==> src/rtl/param_mod_counter.sv <==
// ---------------------------------------------------------------------------
// param_mod_counter
//
// Modulo-N up/down counter for multicycle sequencing (step counters, stall
// timers, tick dividers). The count runs over 0..MODULUS-1 and either wraps
// or saturates at the range ends. It has synchronous clear and load, a
// combinational terminal-count output for ripple-enable cascades, and a
// registered one-cycle wrap pulse.
//
// Parameters
//   WIDTH       counter width in bits (1..32)
//   MODULUS     count range 0..MODULUS-1 (2..2^WIDTH)
//   SATURATE    0 = wrap at the range ends, 1 = hold at the range ends
//   RESET_VALUE count after reset (< MODULUS)
//
// Ports
//   clock       sole clock, rising edge
//   reset       synchronous, active-low reset
//   enable      step request for this cycle
//   up          1 = increment, 0 = decrement
//   clear       synchronous clear to 0 (highest priority after reset)
//   load        synchronous load of load_value (clamped to MODULUS-1)
//   load_value  value to load
//   count       current count (registered)
//   tc          enable & count is at the range end for the current direction
//   wrapped     one-cycle pulse, coincident with the count produced by a wrap
//   at_limit    count is at the range end for the current direction
// ---------------------------------------------------------------------------
module param_mod_counter #(
  parameter int     WIDTH       = 6,
  parameter longint MODULUS     = 64,
  parameter bit     SATURATE    = 1'b0,
  parameter longint RESET_VALUE = 0
) (
  input  logic             clock,
  input  logic             reset,
  input  logic             enable,
  input  logic             up,
  input  logic             clear,
  input  logic             load,
  input  logic [WIDTH-1:0] load_value,
  output logic [WIDTH-1:0] count,
  output logic             tc,
  output logic             wrapped,
  output logic             at_limit
);

  // MODULUS is held in 64 bits so that MODULUS == 2^32 is representable.
  // When MODULUS == 2^WIDTH, MAX_VAL is all ones and every comparison below
  // turns into natural rollover.
  localparam logic [WIDTH-1:0] MAX_VAL = WIDTH'(MODULUS - 1);
  localparam logic [WIDTH-1:0] RST_VAL = WIDTH'(RESET_VALUE);

  logic [WIDTH-1:0] count_reg;
  logic [WIDTH-1:0] count_next;
  logic             wrapped_reg;
  logic             wrapped_next;
  logic             at_top;
  logic             at_bottom;
  logic             at_end;

  assign at_top    = (count_reg == MAX_VAL);
  assign at_bottom = (count_reg == '0);
  // The range end depends on the current direction. It uses the live `up`
  // input, so a direction change is seen in the same cycle.
  assign at_end    = up ? at_top : at_bottom;

  always_comb begin
    count_next   = count_reg;
    wrapped_next = 1'b0;
    if (clear) begin
      count_next = '0;
    end else if (load) begin
      count_next = (load_value > MAX_VAL) ? MAX_VAL : load_value;
    end else if (enable) begin
      if (!at_end) begin
        count_next = up ? count_reg + 1'b1 : count_reg - 1'b1;
      end else if (!SATURATE) begin
        count_next   = up ? '0 : MAX_VAL;
        wrapped_next = 1'b1;
      end
      // In saturate mode the count stays at the range end and no wrap
      // pulse is produced.
    end
  end

  always_ff @(posedge clock) begin
    if (!reset) begin
      count_reg   <= RST_VAL;
      wrapped_reg <= 1'b0;
    end else begin
      count_reg   <= count_next;
      wrapped_reg <= wrapped_next;
    end
  end

  assign count    = count_reg;
  assign wrapped  = wrapped_reg;
  assign at_limit = at_end;
  // The terminal count does not depend on SATURATE, clear or load. A cascade
  // therefore sees the same enable that a ripple chain would.
  assign tc       = enable & at_end;

endmodule
==> config.mk <==
export PLATFORM = sky130hd
export DESIGN_NAME = param_mod_counter
export DESIGN_NICKNAME = d
export VERILOG_FILES = /design/src/rtl/param_mod_counter.sv
export SDC_FILE = /design/constraint.sdc
export NUM_CORES = 1
export LEC_CHECK = 0
export CAP_MARGIN = 20
export CORE_MARGIN = 3
export CORE_UTILIZATION = 41
export DETAILED_ROUTE_END_ITERATION = 8
export GPL_ROUTABILITY_DRIVEN = 0
export PLACE_DENSITY = 0.76
export RECOVER_POWER = 25
export SYNTH_ARGS = -nofsm -noshare
export SYNTH_HDL_FRONTEND = slang
export SYNTH_SLANG_ARGS = --single-unit
==> constraint.sdc <==
create_clock -name clock -period 1.8 [get_ports clock]
set_input_delay 0.36 -clock clock [delete_from_list [all_inputs] [get_ports clock]]
set_output_delay 0.36 -clock clock [all_outputs]
set_load 0.02 [all_outputs]
==> impl_metrics.env, run 1 <==
export IMPL_postLayoutCellArea_sq_um=978
export IMPL_initial_utilization=0.460
export IMPL_critPathRequiredTime_ns=1.93
export IMPL_first_iter_violations=14
export IMPL_crit_slowest_cell="fa_2"
export IMPL_grt_use_total=0.209
export IMPL_via_count=662
export IMPL_start_kind="input port"
export IMPL_synth_net_count=86
export IMPL_cts_buffers=3
export IMPL_setup_slack_ns=0.0295
export IMPL_netlist_cell_type_count=31
export IMPL_netlist_area_before_placement_sq_um=539
export IMPL_tcrit_tclk_final=0.984
export IMPL_worst_pin_slew_ns=0.394
export IMPL_nNetsFinal=127
export IMPL_postSynthCellCount=69
export IMPL_wirelength_mm=1.80
export IMPL_largest_register_ffs=6
export IMPL_first_pass_grt_wire_length_mm=2.75
export IMPL_die_area_sq_mm=0.00179
export IMPL_preCtsSetupSlack_ns=-0.610
export IMPL_avgRoutedWirePerCell_microns=14.6
export IMPL_antenna_diode_count=0
export IMPL_core_area_sq_mm=0.00117
export IMPL_worstPathCellList="buf_4 > buf_6 > clkinvlp_4 > buf_12 > fa_2 > a21o_1 > a21oi_2 > xnor2_1 > a21oi_1 > o22ai_1"
export IMPL_cpLargestDelayFamily="compound AO/OA/AOI/OAI gates"
export IMPL_worst_clock_skew_ns=0.00245
export IMPL_endpoint_kind="flop"
export IMPL_cp_data_arrival_time_ns=1.90
export IMPL_final_core_util=0.835
export IMPL_power_density_mw_per_mm2=540
export IMPL_layoutNonFillerInstCount=123
export IMPL_filler_cell_count=81
export IMPL_max_cap_violations=0
export IMPL_placedCellCount=116
export IMPL_first_global_vias=624
export IMPL_detail_route_antenna_nets=0
export IMPL_setup_viol=0
export IMPL_drtPass1Iterations=4
export IMPL_path_depth=10
export IMPL_rows=12
export IMPL_maximum_clock_insertion_buffer_count=2
export IMPL_proportion_of_layout_cells_with_a_drive_suffix_above_1=0.330
export IMPL_die_x_microns=42.3
export IMPL_latest_clock_arrival_within_the_worst_skew_pair_ns=0.25
export IMPL_io_pins=21
export IMPL_chipHeight_microns=42.3
export IMPL_areaGrowthSynthToFinish_pct=81.4
export IMPL_drc=0
export IMPL_layout_commonest_cell="buf_4"
export IMPL_detailed_place_hpwl_mm=1.21
export IMPL_yosysWarnings=0
export IMPL_depth_of_the_cts_h_tree=1
export IMPL_syn_area_per_cell_sq_um=7.82
export IMPL_min_path_cells=3
export IMPL_final_max_slew_viol_count=0
export IMPL_most_common_layout_cells="buf_4, clkdlybuf4s50_1, nor2_1"
export IMPL_relSlewSlack=0.737
export IMPL_finalSetupTns_ns=0
export IMPL_cpPeakStageDelay_ns=0.37
export IMPL_static_leak_nw=0.467
export IMPL_synth_seq_area_share=0.260
export IMPL_fin_crit_ns=1.77
export IMPL_synth_seq_cells=7
export IMPL_clock_sinks=7
export IMPL_largest_net_degree_at_the_start_of_global_routing=10
export IMPL_place_area_sq_um=862
export IMPL_via_per_inst=5.38
export IMPL_whs_ns=0.671
export IMPL_finalHoldViolCount=0
export IMPL_r2r_setup_slk_ns=0.06
export IMPL_run_status="finished clean"
export IMPL_fmax_mhz=565
export IMPL_clk_root_buffer_cell="clkbuf_4"
export IMPL_antenna_violations_before_repair=0
export IMPL_gr_total_overflow=0
export IMPL_worst_setup_hold_path_clk_slew_ns=0.05
export IMPL_timing_reg2reg_worst_path_depth=7
export IMPL_tritoncts="built"
export IMPL_min_delay_path_class="in -> reg"
export IMPL_timing_critical_path_fanout_max=3
export IMPL_placement_io_buffers=20
export IMPL_vdd_drop_max_uv=681
export IMPL_worstPathBufferInverterCount=4
export IMPL_p_total_mw=0.528
export IMPL_setup_worst_path_class="in -> reg"
[path summary, 6_finish.rpt]
path | from | end
worst max-delay path | up | count[4]
worst min-delay path | load_value[2] | count[2]
worst min register to register | count[4] | count[4]
worst max register to register | count[1] | count[4]
[cells in the mapped netlist]
cell,number,share of area
a21oi_1,10,0.093
nor2_1,10,0.070
dfxtp_1,7,0.26
nand2_1,5,0.035
ha_1,4,0.093
o21ai_0,3,0.028
xnor2_1,3,0.049
inv_1,2,0.014
nor3_1,2,0.019
xor2_1,2,0.032
a211oi_1,1,0.014
a21o_1,1,0.014
a21o_2,1,0.016
a311o_1,1,0.019
and2_1,1,0.012
and3_1,1,0.012
and4_1,1,0.016
buf_2,1,0.0093
clkbuf_1,1,0.0070
fa_1,1,0.037
nand2b_1,1,0.012
nand3_1,1,0.0093
nand3b_1,1,0.014
nand4_2,1,0.023
nor3b_1,1,0.014
nor4_1,1,0.012
o21a_1,1,0.014
o21bai_1,1,0.014
o22ai_1,1,0.012
o311a_1,1,0.019
or2_2,1,0.012
[timing repair]
action | in CTS | in global routing
pin swaps | 5 | 6
hold buffers | 0 | 0
buffers inserted | 1 | 2
resized for setup | 18 | 9
endpoints found under the setup margin | 6 | 7
[worst min-delay path, delay by kind of cell]
family | cells | cell delay (ns)
AND/OR/NAND/NOR | 1 | 0.06
AO/OA/AOI/OAI | 1 | 0.06
buffers and inverters | 1 | 0.40
[kinds of logic (layout without fill, tap and decap cells)]
kind of cell,after synthesis,in the layout,share of synthesized area
AO/OA/AOI/OAI,21,21,0.241
XOR/XNOR,5,5,0.0812
adder cells (fa/ha/maj),5,5,0.130
buffers and inverters,4,44,0.0302
flip-flops,7,7,0.260
AND/OR/NAND/NOR,27,27,0.258
[area by class of cell]
| cell class | count | area, sq um | area share |
|---|---|---|---|
| multi-input cells | 58 | 437 | 0.446 |
| repair buffers | 38 | 344 | 0.352 |
| clock buffers | 4 | 26.3 | 0.0269 |
| well taps | 14 | 17.5 | 0.0179 |
| flip-flops and latches | 7 | 143 | 0.146 |
| inverters | 2 | 11.3 | 0.0115 |
[metal layers]
layer | vias to the layer above | GRT usage | share of wire
li1 | 328 | - | -
met5 | - | 0 | 0
met1 | 305 | 0.218 | 0.40
met4 | 0 | 0.0807 | 0.0083
met3 | 2 | 0.0558 | 0.068
met2 | 27 | 0.389 | 0.52
[report_power, final]
group          total (mW)  switching [mW]  internal [mW]  leakage, nW
registers           0.171         0.00787          0.163       0.0581
clock network       0.143          0.0583         0.0846       0.0150
logic               0.214          0.0988          0.115        0.394
total               0.528           0.165          0.363        0.467
Note: power is estimated with default switching activity, not from simulation.
==> run 2: changes to the inputs <==
CAP_MARGIN = unset   (was 20)
CORE_AREA = 3 3 40 42   (was unset)
CORE_MARGIN = unset   (was 3)
CORE_UTILIZATION = unset   (was 41)
CTS_BUF_LIST = sky130_fd_sc_hd__clkbuf_4   (was unset)
DIE_AREA = 0 0 43 45   (was unset)
GPL_ROUTABILITY_DRIVEN = 1   (was 0)
PLACE_DENSITY = 0.75   (was 0.76)
==> run 2 against run 1 <==
  * Final area is 10% lower
  * Critical path type is now reg -> out
  * Final cell count is 1.6% lower
  * Critical path depth is 8 lower
  * Sequential share of layout area is 1.5 points higher
  * Clock skew is 0.00061 ns higher
  * Critical endpoint is now count[5]
  * Via count is 6.9% lower
  * Fmax is 2.4% higher
  * Register-to-register slack better by 0.10 ns
  * Clock power is 9% higher
  * Power is 3.9% lower
  * Highest routed layer unchanged
  * Worst setup slack better by 0.042 ns
==> impl_metrics.env, run 2 (same netlist as run 1, synthesis figures left out) <==
export IMPL_p_total_mw=0.508
export IMPL_fin_crit_ns=1.73
export IMPL_layout_commonest_cell="clkdlybuf4s50_1"
export IMPL_tcrit_tclk_final=0.960
export IMPL_timing_critical_path_fanout_max=4
export IMPL_crit_path_start="count[5]"
export IMPL_placedCellCount=117
export IMPL_worst_setup_hold_path_clk_slew_ns=0.05
export IMPL_proportion_of_layout_cells_with_a_drive_suffix_above_1=0.245
export IMPL_first_pass_grt_wire_length_mm=2.33
export IMPL_preCtsSetupSlack_ns=-0.619
export IMPL_depth_of_the_cts_h_tree=1
export IMPL_initial_utilization=0.420
export IMPL_timing_reg2reg_worst_path_depth=6
export IMPL_clock_sinks=7
export IMPL_r2r_setup_slk_ns=0.16
export IMPL_latest_clock_arrival_within_the_worst_skew_pair_ns=0.25
export IMPL_vdd_drop_max_uv=351
export IMPL_most_common_layout_cells="clkdlybuf4s50_1, buf_4, nor2_1"
export IMPL_clk_root_buffer_cell="clkbuf_4"
export IMPL_regToRegStartpoint="count[0]"
export IMPL_critPathRequiredTime_ns=1.44
export IMPL_filler_cell_count=124
export IMPL_antenna_violations_before_repair=0
export IMPL_setup_worst_path_class="reg -> out"
export IMPL_gp_congestion=0.769
export IMPL_setup_slack_ns=0.0712
export IMPL_largest_register_ffs=6
export IMPL_postCtsSetupRepairBufs=0
export IMPL_cts_hold_fix_buffers=0
export IMPL_tritoncts="built"
export IMPL_grt_setup_unrepaired="false"
export IMPL_layoutNonFillerInstCount=121
export IMPL_regToRegEndpoint="count[2]"
export IMPL_fmax_mhz=578
export IMPL_first_global_vias=586
export IMPL_drtPass1Iterations=4
export IMPL_largest_net_degree_at_the_start_of_global_routing=10
export IMPL_placement_io_buffers=20
export IMPL_start_kind="flop"
export IMPL_grt_use_total=0.159
export IMPL_min_delay_startpoint="count[4]"
export IMPL_cp_data_arrival_time_ns=1.37
export IMPL_setup_viol=0
export IMPL_run_status="finished clean"
export IMPL_avgRoutedWirePerCell_microns=11.2
export IMPL_antenna_diode_count=0
export IMPL_detail_route_antenna_nets=0
export IMPL_die_area_sq_mm=0.00194
export IMPL_crit_path_end="count[5]"
export IMPL_nNetsFinal=124
export IMPL_die_x_microns=43
export IMPL_worst_pin_slew_ns=0.372
export IMPL_whs_ns=0.623
export IMPL_wirelength_mm=1.36
export IMPL_areaGrowthSynthToFinish_pct=63.3
export IMPL_relSlewSlack=0.752
export IMPL_static_leak_nw=0.413
export IMPL_drc=0
export IMPL_via_count=616
export IMPL_gr_total_overflow=0
export IMPL_core_area_sq_mm=0.00128
export IMPL_detailed_place_hpwl_mm=1.16
export IMPL_worst_clock_skew_ns=0.00306
export IMPL_first_iter_violations=11
export IMPL_cts_buffers=3
export IMPL_maximum_clock_insertion_buffer_count=2
export IMPL_via_per_inst=5.09
export IMPL_min_delay_path_class="reg -> reg"
export IMPL_final_core_util=0.685
export IMPL_finalHoldViolCount=0
export IMPL_chipHeight_microns=45
export IMPL_io_pins=21
export IMPL_final_max_slew_viol_count=0
export IMPL_max_cap_violations=0
export IMPL_power_density_mw_per_mm2=576
export IMPL_rows=13
export IMPL_endpoint_kind="primary output"
-- run 2: cell types whose count changed in the layout (fill, tap and decap cells not counted), sizes merged --
cell,change
inv,+1
dlygate4sd2,+1
dlymetal6s2s,-2
clkdlybuf4s50,+2
buf,-5
clkinvlp,-1
clkbuf,+1
-- run 2: worst min-delay path by stage --
| stage | endpoint | slack (ns) | cells past startpoint |
|---|---|---|---|
| after floorplan | count[2] | 0.50 | 2 |
| after global placement | count[4] | 0.62 | 2 |
| after detailed placement | count[4] | 0.61 | 2 |
| after CTS | count[4] | 0.63 | 2 |
| after global routing | count[4] | 0.64 | 2 |
| final | count[4] | 0.62 | 2 |
-- run 2: layer usage --
layer / track usage / vias to the layer above / share of wire
li1: - / 324 / -
met1: 0.199 / 271 / 0.45
met2: 0.272 / 19 / 0.49
met3: 0.0120 / 2 / 0.046
met4: 0.0904 / 0 / 0.0059
met5: 0 / - / 0
-- run 2: worst max-delay path, cell delays in order, from the launching register on --
cell and delay, ns:
dfxtp_1 0.39, buf_4 0.14, clkdlybuf4s50_1 0.59
-- run 2: power breakdown --
part	leakage, nW	switching [mW]	internal, mW
sequential	0.0577	0.00660	0.163
clock	0.0184	0.0561	0.0995
combinational	0.337	0.0856	0.0971
total	0.413	0.148	0.359
-- run 2: final cells by class --
cell class / count / area [sq um] / area share
clock buffers: 4 / 30.0 / 0.0341
well taps: 15 / 18.8 / 0.0213
repair buffers: 35 / 294 / 0.334
multi-input cells: 58 / 389 / 0.442
flip-flops and latches: 7 / 141 / 0.161
inverters: 2 / 7.51 / 0.00852
-- run 2: what timing repair did --
action | 4_1_cts | 5_1_grt
gates resized for setup | 6 | 6
cloned | 0 | 0
pin swaps | 1 | 0
setup endpoints to repair | 6 | 4
-- run 2: stage by stage --
stage / cell area [sq um] / TNS [ns]
floorplan: 541 / 0
finish: 881 / 0
CTS: 886 / 0
global route: 881 / 0
detailed placement: 863 / -3.00
global placement: 863 / -2.77
